===== src/rtl/servo_pwm_capture.sv =====
// Servo PWM capture: measures pulse high time and rising-edge period
// in prescaled ticks and exposes the results on an Avalon-MM slave.
`timescale 1ns/1ps
module servo_pwm_capture #(
  parameter int TICK_DIV = 50,
  parameter int TIMEOUT  = 50000
) (
  input  logic        csi_MCLK_clk,
  input  logic        rsi_MRST_reset,
  input  logic [2:0]  avs_ctrl_address,
  input  logic        avs_ctrl_write,
  input  logic        avs_ctrl_read,
  input  logic [31:0] avs_ctrl_writedata,
  input  logic [3:0]  avs_ctrl_byteenable,
  output logic [31:0] avs_ctrl_readdata,
  output logic        avs_ctrl_waitrequest,
  input  logic        pwm_in
);

  localparam logic [31:0] ID = 32'hEA680013;
  localparam int PW = (TICK_DIV > 1) ? $clog2(TICK_DIV) : 1;
  localparam logic [PW-1:0] PMAX = PW'(TICK_DIV - 1);
  // a full-scale TIMEOUT can never be told apart from counter saturation,
  // so it disables the timeout instead
  localparam bit TMO_EN = (TIMEOUT < 65535);
  localparam logic [15:0] TMO = 16'(TIMEOUT);

  typedef enum logic [2:0] {
    S_IDLE, S_ARM, S_WAIT_RISE, S_HIGH, S_LOW
  } state_t;

  state_t      state;
  logic        enable;
  logic        sync0, sync1, prev;
  logic [PW-1:0] presc;
  logic        tick;
  logic        have_rise;
  logic [15:0] width_cnt, per_cnt;
  logic [15:0] width_r, period_r, count_r;
  logic        st_valid, st_tmo, st_ovf, st_new;
  logic        ctrl_wr, clr, en_nxt, rd_width;
  logic        rise, fall, tmo_hit;
  logic        width_sat, per_sat;
  logic [15:0] w_next, p_next;
  logic [31:0] rd_mux;
  logic        unused_bits;

  assign avs_ctrl_waitrequest = 1'b0;
  assign unused_bits = ^{avs_ctrl_writedata[31:2],
                         avs_ctrl_byteenable[3:1]};

  assign ctrl_wr  = avs_ctrl_write && (avs_ctrl_address == 3'd1)
                    && avs_ctrl_byteenable[0];
  assign clr      = ctrl_wr && avs_ctrl_writedata[1];
  assign en_nxt   = ctrl_wr ? avs_ctrl_writedata[0] : enable;
  assign rd_width = avs_ctrl_read && (avs_ctrl_address == 3'd3);

  assign rise      = sync1 & ~prev;
  assign fall      = ~sync1 & prev;
  assign tick      = enable && (presc == PMAX);
  assign tmo_hit   = TMO_EN && (per_cnt == TMO);
  assign width_sat = (width_cnt == 16'hFFFF);
  assign per_sat   = (per_cnt == 16'hFFFF);
  assign w_next    = width_sat ? width_cnt : width_cnt + 16'd1;
  assign p_next    = per_sat ? per_cnt : per_cnt + 16'd1;

  always_ff @(posedge csi_MCLK_clk or posedge rsi_MRST_reset) begin
    if (rsi_MRST_reset) begin
      enable <= 1'b0;
      sync0  <= 1'b0;
      sync1  <= 1'b0;
      prev   <= 1'b0;
      presc  <= '0;
    end else begin
      if (ctrl_wr) enable <= avs_ctrl_writedata[0];
      sync0 <= pwm_in;
      sync1 <= sync0;
      prev  <= sync1;
      if (!enable || presc == PMAX) presc <= '0;
      else presc <= presc + 1'b1;
    end
  end

  always_ff @(posedge csi_MCLK_clk or posedge rsi_MRST_reset) begin
    if (rsi_MRST_reset) begin
      state     <= S_IDLE;
      have_rise <= 1'b0;
      width_cnt <= '0;
      per_cnt   <= '0;
      width_r   <= '0;
      period_r  <= '0;
      count_r   <= '0;
      st_valid  <= 1'b0;
      st_tmo    <= 1'b0;
      st_ovf    <= 1'b0;
      st_new    <= 1'b0;
    end else begin
      if (rd_width) st_new <= 1'b0;
      if (clr) begin
        state     <= en_nxt ? S_ARM : S_IDLE;
        have_rise <= 1'b0;
        width_cnt <= '0;
        per_cnt   <= '0;
        width_r   <= '0;
        period_r  <= '0;
        count_r   <= '0;
        st_valid  <= 1'b0;
        st_tmo    <= 1'b0;
        st_ovf    <= 1'b0;
        st_new    <= 1'b0;
      end else if (!enable) begin
        state     <= S_IDLE;
        have_rise <= 1'b0;
      end else begin
        unique case (state)
          S_IDLE: state <= S_ARM;
          S_ARM: begin
            have_rise <= 1'b0;
            width_cnt <= '0;
            per_cnt   <= '0;
            if (!sync1) state <= S_WAIT_RISE;
          end
          S_WAIT_RISE, S_HIGH, S_LOW: begin
            if (tmo_hit) begin
              st_tmo    <= 1'b1;
              st_valid  <= 1'b0;
              have_rise <= 1'b0;
              state     <= S_ARM;
            end else if (state == S_WAIT_RISE) begin
              if (tick) per_cnt <= p_next;
              if (rise) begin
                width_cnt <= '0;
                per_cnt   <= '0;
                have_rise <= 1'b1;
                state     <= S_HIGH;
              end
            end else if (state == S_HIGH) begin
              if (tick) begin
                width_cnt <= w_next;
                per_cnt   <= p_next;
              end
              if (width_sat) st_ovf <= 1'b1;
              if (fall) begin
                width_r  <= width_cnt;
                st_valid <= 1'b1;
                st_new   <= 1'b1;
                st_tmo   <= 1'b0;
                count_r  <= count_r + 16'd1;
                state    <= S_LOW;
              end
            end else begin
              if (tick) per_cnt <= p_next;
              if (rise) begin
                if (have_rise) period_r <= per_cnt;
                width_cnt <= '0;
                per_cnt   <= '0;
                state     <= S_HIGH;
              end
            end
          end
          default: state <= S_IDLE;
        endcase
      end
    end
  end

  always_comb begin
    rd_mux = '0;
    case (avs_ctrl_address)
      3'd0: rd_mux = ID;
      3'd1: rd_mux = {31'b0, enable};
      3'd2: rd_mux = {28'b0, st_new, st_ovf, st_tmo, st_valid};
      3'd3: rd_mux = {16'b0, width_r};
      3'd4: rd_mux = {16'b0, period_r};
      3'd5: rd_mux = {16'b0, count_r};
      default: rd_mux = '0;
    endcase
  end

  always_ff @(posedge csi_MCLK_clk or posedge rsi_MRST_reset) begin
    if (rsi_MRST_reset) avs_ctrl_readdata <= '0;
    else if (avs_ctrl_read) avs_ctrl_readdata <= rd_mux;
  end

endmodule


===== config.mk =====
export PLATFORM = sky130hd
export DESIGN_NAME = servo_pwm_capture
export DESIGN_NICKNAME = d
export VERILOG_FILES = /design/src/rtl/servo_pwm_capture.sv
export SDC_FILE = /design/constraint.sdc
export NUM_CORES = 1
export LEC_CHECK = 0
export CAP_MARGIN = 10
export CORE_UTILIZATION = 51
export CTS_CLUSTER_DIAMETER = 150
export DETAILED_ROUTE_END_ITERATION = 10
export PLACE_DENSITY = 0.73
export SLEW_MARGIN = 10
export SYNTH_ARGS = -nofsm -noshare
export SYNTH_HDL_FRONTEND = slang
export SYNTH_SLANG_ARGS = --single-unit

===== constraint.sdc =====
create_clock -name csi_MCLK_clk -period 3.7 [get_ports csi_MCLK_clk]
set_clock_uncertainty 0.05 [all_clocks]
set_input_delay 0.74 -clock csi_MCLK_clk [delete_from_list [all_inputs] [get_ports csi_MCLK_clk]]
set_output_delay 0.74 -clock csi_MCLK_clk [all_outputs]
set_load 0.01 [all_outputs]

## Word-level counts from Yosys, hierarchy flattened

Cells that the tools add are included.

- Register bits: 130
- Bits in latches: 0
- Bits in writable memories: 0
- ROM bits: 0
- Bits of input ports: 44
- Output and inout port bits: 33
- Logic and storage cells: 166
- Memories: 0

- $add $sub $neg: 4
- $mul: 0
- Div/mod/pow operators: 0
- Order comparisons: 0
- Equality and inequality tests: 25
- Shifts and indexed selects: 0
- Muxes and demuxes: 88
- Bitwise logic cells: 4
- Reductions and logical operators: 28

Operators by type and width:

| operator | count |
|---|---|
| two-way mux 16 bit | 38 |
| one-hot mux 32 bit (6 select lines) | 1 |
| one-hot mux 16 bit (2 select lines) | 2 |
| adder 16 x 1 -> 16 bit, second input constant | 3 |
| == test 16 bit, second input constant | 3 |
| two-way mux 1 bit | 36 |
| two-way mux 3 bit | 8 |
| != test 5 bit, second input constant | 4 |
| nonzero test 2 bit | 7 |
| == test 3 x 2 -> 1 bit, second input constant | 4 |
| AND reduction 6 bit | 2 |
| AND reduction 5 bit | 2 |
| == test 3 bit, second input constant | 3 |
| one-hot mux 3 bit (3 select lines) | 1 |
| nonzero test 3 bit | 3 |
| != test 7 bit, second input constant | 1 |
| AND reduction 7 bit | 1 |
| adder 6 x 1 -> 6 bit, second input constant | 1 |
| == test 3 x 1 -> 1 bit, second input constant | 2 |
| == test 6 bit, second input constant | 1 |
| zero test 3 bit | 2 |
| two-way mux 6 bit | 1 |
| != test 2 bit, second input constant | 3 |
| != test 3 bit, second input constant | 2 |
| other kinds (11) | 18 |

## Longest topological paths before layout

Gate-level depths: netlist of the first run.

- Depth in word-level cells: 10
- Depth in mapped cells: 10
- Mapped depth without buffers: 8

## Worst setup path before layout of the first run

Ideal clock, no wire load.

- Path kind: in2reg
- From: input avs_ctrl_address[2]
- To: register width_cnt[10]
- Library setup time: 0.079 ns
- Data arrival time: 2.634 ns
- Data required time: 3.571 ns
- Setup slack: 0.937 ns
- Stages: 9
- Path buffers: 3
- Cell sequence: buf_2 > and4bb_1 > and3_1 > buf_2 > nor3_1 > or3_1 > clkbuf_2 > or4_1 > a21oi_1

- Cells in the longest elaborated chain, start to end: 6
- Elaborated cells between the ends (all ways): 11
- Those cells by class: eq/ne: 4; mux: 1; reduce/logical: 6

Ends and longest elaborated chain:

| element | line | RTL |
|---|---|---|
| start, declared | 10 | `input logic [2:0] avs_ctrl_address,` |
| == test 3 x 1 -> 1 bit * | 52 | `assign ctrl_wr = avs_ctrl_write && (avs_ctrl_address == 3'd1)` |
| logical AND 1 bit * | 52 |  |
| logical AND 1 bit * | 53 | `&& avs_ctrl_byteenable[0];` |
| logical AND 1 bit * | 54 | `assign clr = ctrl_wr && avs_ctrl_writedata[1];` |
| != test 5 bit (no line), or another cell as far along | - |  |
| AND reduction 5 bit (no line) | - |  |
| end signal, assigned | 139 | `width_cnt <= w_next;` |
| end, declared | 38 | `logic [15:0] width_cnt, per_cnt;` |

Every way passes the cells marked *; elsewhere a longest branch is shown, timed or not.
A chain may end at the register's enable or synchronous reset.

## Worst setup path after layout of the first run

Ends and elaborated chain as after synthesis.

==> metrics.txt, run 1 <==
status complete, but fails checks; failing checks DRC; vias in the first global route 5002; post-CTS sizing 0; critical path class input pin to register; critical path startpoint category input pin; Hold-fix buffers, CTS 0; Filler Cells Inserted between 1k and 1.5k; Synth Flop Type dfrtp_1; Area growth, synth to finish 16.6%; multi-input logic area 0.00289 mm^2; row count 39; Pleak 0.00297 uW; full die area between 0.01 and 0.015 mm^2; count of final setup violators 0; starting density of the core 0.528; Crit path largest cell delay between 0.5 and 0.6 ns; IO Pins 77; # Post-CTS Setup Buffers 0; Total Neg Setup Slack 0 ns; clock tree sinks 115; pin count of the biggest net entering global routing 91; DRC violations left 18; RSZ-0062 raised after global routing false; GRT Total Usage 0.260; post-synth cell types 65; final core utilization 0.616; Seq. cell area 0.00288 mm^2; relative slew slack 0.442; fraction of layout cells with a size suffix above 1 0.0792; DR WL/cell 17.3 um; Worst Max-Slew Pin Slew 0.831 ns; CP Data Arrival Time 3.18 ns; H-Tree Depth 4; EDFF count, synth 0; DIE HEIGHT 111 um; vias 5269; max-cap viol count 0; die width 111 um; family with the most delay on the worst path simple AND/OR/NAND/NOR gates; maximum clock rate about 340 MHz; core area 0.0116 mm^2; Placer Congestion 0.900; crit path time final 2.90 ns; number of buffers added on ports 34; Worst path slowest cell or3_1; initial antenna violation count 0; Detailed Place HPWL 10.6 mm; Post-synth ARST share 1.00; CP bufs+invs 1; WP data required 3.98 ns; Clock Path Buffers 2; CTS tree yes; global-route wire length before repair 25.2 mm; total grt overflow 0; antenna diode count 0; Gate Count Post-Synth approximately 700; Starting DRT DRC Count 456; CTS Buf Count 17; final net count 769; VDD IR max 0.294 mV; Final ANT Viol Nets 0; Mean Syn Cell Area just under 9 um^2; Seq cells post-synth 115; Root Buffer clkbuf_16; sequential fraction of the synthesis area 0.471; worst-path maximum fanout 8; Via density 6.02; Cell Chain, Critical Path clkdlybuf4s50_1 -> and4bb_1 -> and3_1 -> nor3_1 -> or3_1 -> or4_1 -> a21oi_1; final-report hold violation count 0; Routed Wire Length 15.2 mm; CTS clock-pin slew for the worst setup and hold paths 0.05 ns; Final period util 0.784; PD cells approximately 540 mW/mm^2; Worst-Skew Late Latency 0.42 ns; Pins Over Slew Limit 0; TritonRoute pass-1 iters 9; Synth warnings 0; Crit. End Element register; Min-Delay Path Class register to register; Post-Syn Area 0.00610 mm^2
-- per-layer routing --
layer	share of wire	wire [um]	vias to the layer above	GRT usage
met5	0	0	-	0
met1	0.44	6710	2557	0.351
met3	0.061	917	39	0.0648
met2	0.47	7130	189	0.400
met4	0.026	393	0	0.110
li1	-	-	2484	-
-- sequential cells by signal, indices dropped and copies added (netlist names), 3 cells and up --
name,flops
avs_ctrl_readdata,17
count_r,16
per_cnt,16
period_r,16
presc,6
state,3
width_cnt,16
width_r,16
-- cells by family (layout without fill, tap and decap cells) --
logic type,count (synthesis),count (layout),share of synthesized area
simple gates,279,279,0.218
fa+ha+maj,6,6,0.0123
flops,115,115,0.471
mux,18,18,0.0301
compound gates,167,167,0.167
other cells,1,9,0.000614
xor+xnor,26,26,0.0373
buf+inv,83,112,0.0637
-- layout make-up --
cell class              count  area share
multi-input cells         505       0.405
clock inverters             9      0.0144
flip-flops and latches    115       0.404
repair buffers             49      0.0654
inverters                  31      0.0169
clock buffers              23      0.0685
well taps                 143      0.0251
-- per-stage QoR --
stage	cell area [um^2]	power [uW]	setup WS, ns	hold WS, ns	cells
2_1_floorplan	6140	2030	0.937	0.281	703
3_3_place_gp	6520	2220	0.466	0.285	843
3_5_place_dp	6520	2250	0.443	0.285	843
4_1_cts	7110	3880	0.596	0.297	875
5_1_grt	7120	4030	0.588	0.299	875
6_report	7120	3860	0.799	0.295	875
-- cells in the final DEF, fill, tap and decap left out, types with 6 or more instances in the layout --
master           synthesis  final
nand3_1                 23     23
clkbuf_16                0     17
xnor2_1                  7      7
a21oi_1                 56     56
o22ai_1                 16     16
and3_1                   8      8
a31oi_1                 12     12
clkdlybuf4s50_1          0     34
buf_4                   16     14
nand4_1                 18     18
nor2_1                  71     71
ha_1                     6      6
nor3_1                  12     12
nand2_1                104    104
o21ai_0                 38     38
conb_1                   1      9
o31ai_1                  6      6
xor2_1                  19     19
mux2i_1                 15     15
inv_1                   31     30
o21a_1                   6      6
dfrtp_1                115    115
-- final timing paths --
kind	slack (ns)	cells past startpoint	end	startpoint
setup / recovery	0.80	7	width_cnt[10]	avs_ctrl_address[2]
hold / removal	0.30	0	sync1	sync0
setup reg to reg	0.81	6	width_cnt[13]	state[0]
hold reg to reg	0.30	0	sync1	sync0
max in group asynchronous	2.05	3	width_r[0]	rsi_MRST_reset
min in group asynchronous	0.70	2	width_cnt[12]	rsi_MRST_reset
-- report_power, final --
group | internal [uW] | switching [uW] | leakage [uW]
clock | 1060 | 566 | 0.000285
sequential | 1410 | 174 | 0.00151
combinational | 275 | 382 | 0.00117
-- cells in the mapped netlist, drive strengths merged, types with 2 or more instances --
library cell	number	area (um^2)
or3	5	31.3
mux2i	15	150
nor3	12	60.1
a41oi	2	17.5
nand2	104	390
buf	26	174
nand4	18	113
and4	4	35.0
inv	31	116
and4bb	2	25.0
nand3	23	115
clkbuf	26	98.8
a221oi	4	35.0
nor2b	5	31.3
xor2	19	166
or4	3	22.5
a2111oi	2	17.5
dfrtp	115	2880
nor2	71	267
a31oi	12	75.1
and4b	2	20.0
a21oi	56	280
nor3b	3	33.8
nor4	4	25.0
nand2b	5	31.3
mux2	3	33.8
o21a	6	45.0
o31ai	6	45.0
xnor2	7	61.3
o21ai	40	204
a311oi	2	17.5
o211ai	3	22.5
a22oi	3	22.5
nand3b	5	37.5
and3	8	50.1
o32ai	2	17.5
ha	6	75.1
o22ai	16	100
(Power assumes the default switching activity.)
==> inputs of run 2 (changes only) <==
--- a/config.mk
+++ b/config.mk
@@ -6,10 +6,10 @@
 export NUM_CORES = 1
 export LEC_CHECK = 0
 export CAP_MARGIN = 10
-export CORE_UTILIZATION = 51
+export CORE_UTILIZATION = 55
 export CTS_CLUSTER_DIAMETER = 150
 export DETAILED_ROUTE_END_ITERATION = 10
-export PLACE_DENSITY = 0.73
+export PLACE_DENSITY = 0.75
 export SLEW_MARGIN = 10
 export SYNTH_ARGS = -nofsm -noshare
 export SYNTH_HDL_FRONTEND = slang
==> constraint.sdc (replaced) <==
create_clock -name csi_MCLK_clk -period 2.97 [get_ports csi_MCLK_clk]
set_clock_uncertainty 0.05 [all_clocks]
set_input_delay 0.594 -clock csi_MCLK_clk [delete_from_list [all_inputs] [get_ports csi_MCLK_clk]]
set_output_delay 0.594 -clock csi_MCLK_clk [all_outputs]
set_load 0.01 [all_outputs]
==> run 2 against run 1 <==
Non-clock buffer count rose by 23. The run now ends clean. Clock power rose by 30%. Total power grew 29%. First-iteration DRC count down 8.3%. Sequential power is 24% higher. Core utilization up 6.1 points. Global-route usage rose by 3.8 points. Cell area increased by 3.0%. Critical path type is now register to register.
==> metrics.txt, run 2 (synthesized netlist as in run 1, its figures left out) <==
status complete, no violations; critical path endpoint width_cnt[10]; H-Tree Depth 4; Pins Over Slew Limit 0; Detailed Place HPWL ~11 mm; fraction of layout cells with a size suffix above 1 0.106; crit path time final around 2.7 ns; CP Data Arrival Time 3.12 ns; Root Buffer clkbuf_8; vias in the first global route 5327; Routed Wire Length 15.9 mm; Reg2Reg Setup Slack around 0.25 ns; GRT Total Usage 0.298; core area around 0.011 mm^2; Clock Path Buffers 2; antenna diode count 0; pin count of the biggest net entering global routing 41; Final period util 0.917; relative slew slack 0.476; max FFs per register 17; PD cells 679 mW/mm^2; count of final setup violators 0; commonest cells after routing, fill and taps aside dfrtp_1, nand2_1, nor2_1, a21oi_1, o21ai_0; row count 38; Via density ~6.1; global-route wire length before repair 26.3 mm; Reg2Reg Capture Point width_cnt[10]; Pleak 0.00310 uW; Hold-fix buffers, CTS 0; Worst-Skew Late Latency 0.53 ns; post-CTS sizing 0; Starting DRT DRC Count 418; vias 5424; Reg2Reg Depth 6; number of buffers added on ports 34; Placer Congestion ~0.9; most common cell after layout, fill and taps aside dfrtp_1; max-cap viol count 0; VDD IR max roughly 0.6 mV; Worst path slowest cell dfrtp_1; Cell Chain, Critical Path nor3b_4 -> o21ai_2 -> o311a_1 -> or3_1 -> or4_1 -> a21oi_1; Min-Delay Path Class register to register; total grt overflow 0; GR Layer Usage met1 0.374; clock tree sinks 115; Final ANT Viol Nets 0; RSZ-0062 raised after global routing false; placed insts around 860; met2 Track Usage GR 0.491; # Post-CTS Setup Buffers 0; TritonRoute pass-1 iters 6; DRC violations left 0; Area growth, synth to finish 20.1%; initial antenna violation count 0; worst hold path startpoint sync0; Worst Max-Slew Pin Slew 0.784 ns; Global Route met3 Usage 0.0817; Layout Cells excl Fill 895; Crit. End Element register; maximum clock rate 367 MHz; full die area roughly 0.012 mm^2; final-report hold violation count 0; CTS Buf Count 17; IO Pins 77; WP data required 3.37 ns; CP Launch Point state[0]; DIE HEIGHT 107 um; die width 107 um; Crit path largest cell delay 0.59 ns; critical path startpoint category register; Worst R2R Start state[0]; final net count 792; DR WL/cell 17.8 um; worst-path maximum fanout 17; starting density of the core 0.563; GR peak layer met2; register name with the most flops avs_ctrl_readdata; CTS tree yes; final core utilization 0.676; CTS clock-pin slew for the worst setup and hold paths 0.05 ns; critical path class register to register
==> run 2: changes by cell type in the layout (fill, tap and decap cells not counted) <==
cell | previous run | this run
clkinvlp_4 | 4 | 3
clkbuf_1 | 2 | 3
bufinv_16 | 2 | 4
buf_4 | 14 | 35
clkbuf_16 | 17 | 16
clkbuf_8 | 4 | 3
buf_12 | 1 | 3
==> run 2: metrics by stage <==
| stage | total power (uW) | worst slack, ns | cell area [um^2] | setup TNS, ns | hold WS [ns] |
|---|---|---|---|---|---|
| final | 4980 | 0.248 | 7330 | 0 | 0.300 |
| after global routing | 5190 | 0.161 | 7330 | 0 | 0.309 |
| after CTS | 4980 | 0.102 | 7320 | 0 | 0.305 |
| after detailed placement | 2870 | -0.0873 | 6710 | -0.724 | 0.292 |
| after global placement | 2830 | -0.0290 | 6710 | -0.0290 | 0.284 |
| after floorplan | 2530 | 0.353 | 6140 | 0 | 0.281 |
==> run 2: layout make-up <==
class / instances / area (um^2)
Clock inverter: 10 / 155
Sequential cell: 115 / 2880
Tap cell: 140 / 175
Timing Repair Buffer: 72 / 663
Multi-Input combinational cell: 505 / 2890
Inverter: 31 / 120
Clock buffer: 22 / 453
Fill cell: 867 / 3510
==> run 2: critical path, delay by kind of cell (launching register included) <==
family / cells / cell delay [ns]
and+or+nand+nor: 3 / 1.32
AOI/OAI and AO/OA: 3 / 0.69
DFF: 1 / 0.59
==> run 2: per-layer routing <==
metal	wire, um	up-vias
li1	-	2532
met4	366	0
met1	6590	2623
met2	7820	233
met3	1120	36
met5	0	-
==> run 2: how the worst min path moves through the flow <==
stage	to	cells past startpoint
after floorplan	sync1	0
after global placement	sync1	0
after detailed placement	sync1	0
after CTS	sync1	0
after global routing	sync1	0
final	sync1	0
==> run 2: report_power, final <==
group / leakage (uW) / internal, uW / total (uW) / switching [uW]
combinational: 0.00129 / 404 / 913 / 509
clock: 0.000295 / 1400 / 2100 / 700
sequential: 0.00151 / 1760 / 1970 / 206
total: 0.00310 / 3560 / 4980 / 1410
==> inputs of run 3 (changes only) <==
--- a/config.mk
+++ b/config.mk
@@ -10,6 +10,7 @@
 export CTS_CLUSTER_DIAMETER = 150
 export DETAILED_ROUTE_END_ITERATION = 10
 export PLACE_DENSITY = 0.75
+export SKIP_CTS_REPAIR_TIMING = 1
 export SLEW_MARGIN = 10
 export SYNTH_ARGS = -nofsm -noshare
 export SYNTH_HDL_FRONTEND = slang
==> results of run 3 <==
Final layout, timing and power as in run 2 (identical DEF).
